==> src/rtl/gated_clock_buffer.sv <==
// Clock distribution stage between the MMCM and the A/V peripheral domains:
// buffered copies of the source clock, a lock-sequenced glitch-free gated clock and an even divider.
module gated_clock_buffer #(
   parameter int unsigned SEQ_LEN = 8,
   parameter int unsigned DIV_N   = 10
) (
   input  logic clk_in1,
   input  logic rst_n,
   input  logic locked,
   input  logic en,
   output logic clk_buf,
   output logic clk_local,
   output logic clk_gated,
   output logic ready,
   output logic clk_div
);

   localparam int unsigned CNT_W = $clog2(DIV_N);
   localparam logic [CNT_W-1:0] CNT_HALF = CNT_W'(DIV_N / 2 - 1);
   localparam logic [CNT_W-1:0] CNT_LAST = CNT_W'(DIV_N - 1);

   logic [SEQ_LEN-1:0] seq;
   logic               ce_q;
   logic [CNT_W-1:0]   cnt;

   assign clk_buf   = clk_in1;
   assign clk_local = clk_in1;
   assign ready     = seq[SEQ_LEN-1];

   // The leading stages also act as the synchronizer for the asynchronous locked input.
   always_ff @(posedge clk_in1 or negedge rst_n) begin
      if (!rst_n) begin
         seq <= '0;
      end else begin
         seq <= {seq[SEQ_LEN-2:0], locked};
      end
   end

   // Updating the enable only while the clock is low keeps every gated high phase full width.
   always_ff @(negedge clk_in1 or negedge rst_n) begin
      if (!rst_n) begin
         ce_q <= 1'b0;
      end else begin
         ce_q <= ready & en;
      end
   end

   assign clk_gated = clk_in1 & ce_q;

   always_ff @(posedge clk_in1 or negedge rst_n) begin
      if (!rst_n) begin
         cnt     <= '0;
         clk_div <= 1'b0;
      end else if (!ready) begin
         cnt     <= '0;
         clk_div <= 1'b0;
      end else begin
         cnt <= (cnt == CNT_LAST) ? '0 : cnt + 1'b1;
         if (cnt == CNT_HALF || cnt == CNT_LAST) begin
            clk_div <= ~clk_div;
         end
      end
   end

endmodule

==> config.mk <==
export PLATFORM = sky130hd
export DESIGN_NAME = gated_clock_buffer
export DESIGN_NICKNAME = d
export VERILOG_FILES = /design/src/rtl/gated_clock_buffer.sv
export SDC_FILE = /design/constraint.sdc
export NUM_CORES = 1
export LEC_CHECK = 0
export ABC_AREA = 1
export BUFFER_PORTS_ARGS = -buffer_cell sky130_fd_sc_hd__buf_2
export CORE_AREA = 2 2 39 41
export DETAILED_ROUTE_END_ITERATION = 6
export DIE_AREA = 0 0 41 43
export GPL_ROUTABILITY_DRIVEN = 0
export PLACE_DENSITY = 0.61
export SLEW_MARGIN = 0
export SYNTH_ARGS = -nofsm -noshare
export SYNTH_HDL_FRONTEND = slang
export SYNTH_SLANG_ARGS = --single-unit
==> constraint.sdc <==
create_clock -name clk_in1 -period 1.4 [get_ports clk_in1]
set_input_delay 0.35 -clock clk_in1 [delete_from_list [all_inputs] [get_ports clk_in1]]
set_output_delay 0.35 -clock clk_in1 [all_outputs]
set_load 0.03 [all_outputs]
==> out/metrics.cfg <==
[power]
powerDensity_nw_per_um2=1890
peakVddDrop_mv=1.16
p_leak_nw=0.352
p_total_mw=1.29

[synthesis]
netlist_area_um2=523
yosysTopAreaCell=dfrtp_1
yosys_register_bits=14
syn_area_per_cell_um2=11.6
synth-seq-area-share=0.670
yosys_warnings=0
synthDominantCellAreaShare=0.622
postSynthNetCount=52
synth_area_leaders=dfrtp_1 62%, ha_1 7.2%, inv_1 5.7%
synth_cell_types=12
synthCells=45

[sta]
fin_tns_setup_ps=-680
worst_pin_slew_ps=188
hold_viol=0
drv_slew=0
rsz0062_at_grt=true
relSlewSlack=0.875
finClkSkew_ps=14.8
setup_viol=4
setup_slack_ps=-652

[die]
core_um2=1380
fp.dieW_um=41
io-pin-count=9
fp.dieH_um=43
rows=14
start_util=0.378
dieArea_um2=1760

[worst_setup_path]
critPathLaunchType=register
crit_arrival_ps=1700
critPathMaxFanout=1
max_stage_delay_ps=390
path_cells=nand2_1 -> inv_2 -> buf_6
cp.required_ps=1050
worstSetupPathType=reg -> out
slowest_stage=dfrtn_1
end_kind=primary output

[outcome]
status=complete, but fails checks
failed_checks=setup timing

[run]
drv_cap=0

[global_routing]
grt_pass1_vias=350
grt-ovfl-total=0
grt_first_pass_wirelength_um=1350
antenna_found_initial=0
grt_use_total=0.136
grt_max_degree=14

[drt]
met1_length_um=333
wl_um=789
top_layer=met3
drcViolationCount=0
wl_per_cell_um=10.1
post_drt_via_cell_ratio=4.49
antenna_left=0
wl_met3_um=76
drtIter0Drc=3
first_pass_iters=4
wl_met2_um=379
via_count=350

[layout]
final_common_cell=dfrtp_1
drive_above_1_share=0.323
diodes=0
layout_common_cells=12 x dfrtp_1, 7 x inv_1, 6 x nand2_1
syn_to_final_growth_pct=29.9
final_nets=69

[place]
port_buffers=8
hpwlAfterDp_um=524
preCtsSetupSlack_ps=-287

[clock_network]
clock_latency_ps=390
clkTransAtPathRegs_ps=70
cts_tree=done
cts_setup_buffers=0

[min_path]
hold_path_class=in -> reg

==> power by group <==
part	total [mW]	switching (mW)	internal, mW
logic	0.0521	0.0301	0.0220
clock network	0.791	0.366	0.426
registers	0.442	0.0159	0.426
==> state kept, by name, indices dropped and copies added (netlist names) <==
signal,cells
clk_div,1
cnt,4
seq,8
ce_q,1
==> Yosys cell counts <==
library cell,instances
dfrtp_1,13
nand4_1,2
xnor2_1,1
nand3_2,1
nand3_1,3
dfrtn_1,1
nand2_1,6
buf_4,2
nand2_2,1
inv_1,8
nor2_1,4
ha_1,3
==> through the flow <==
step / hold WS (ps) / instance area (um2) / utilization / cells
after global placement: 311 / 584 / 0.422 / 69
after floorplan: 54.4 / 524 / - / 45
after CTS: 64.4 / 678 / 0.490 / 78
after detailed placement: 322 / 584 / 0.422 / 69
after global routing: 48.1 / 679 / 0.491 / 78
final: 77.7 / 679 / 0.491 / 78
==> area by class of cell <==
cell class / count / area [um2]
clock inverters: 1 / 3.75
well taps: 16 / 20.0
flip-flops and latches: 14 / 352
multi-input cells: 21 / 128
fillers: 140 / 704
clock buffers: 12 / 101
inverters: 7 / 26.3
repair buffers: 7 / 48.8
==> worst max-delay path, delay by kind of cell, from the launching register on <==
kind | cells | cell delay (ps)
DFF | 1 | 390
buffers and inverters | 2 | 170
and+or+nand+nor | 1 | 60
==> per-layer routing <==
metal  vias up  global-route usage
met5         -                   0
met4         0               0.120
met3         0               0.147
met2        14               0.144
met1       169               0.140
li1        167                   -
==> path summary, 6_finish.rpt <==
check	from	endpoint	slack, ps	cells past startpoint
min	locked	seq[0]	80	1
max reg2reg	seq[7]	ce_q	30	2
max in group asynchronous	rst_n	ce_q	400	2
min reg2reg	seq[3]	seq[4]	350	0
min in group asynchronous	rst_n	cnt[3]	470	3
max	ce_q	clk_gated	-650	3
==> logic make-up after synthesis <==
kind of cell  Yosys count  synth area share
simple gates           17             0.155
flops                  14             0.670
fa+ha+maj               3            0.0718
buf+inv                10            0.0861
xor+xnor                1            0.0167
==> repair_timing <==
item | CTS | global route
endpoints found under the hold margin | 13 | 0
hold buffers | 1 | 0
resized for setup | 9 | 2
setup endpoints to repair | 5 | 4
pin swaps | 0 | 0
gates cloned | 0 | 0
No activity file was read; power rests on OpenSTA's default activity.
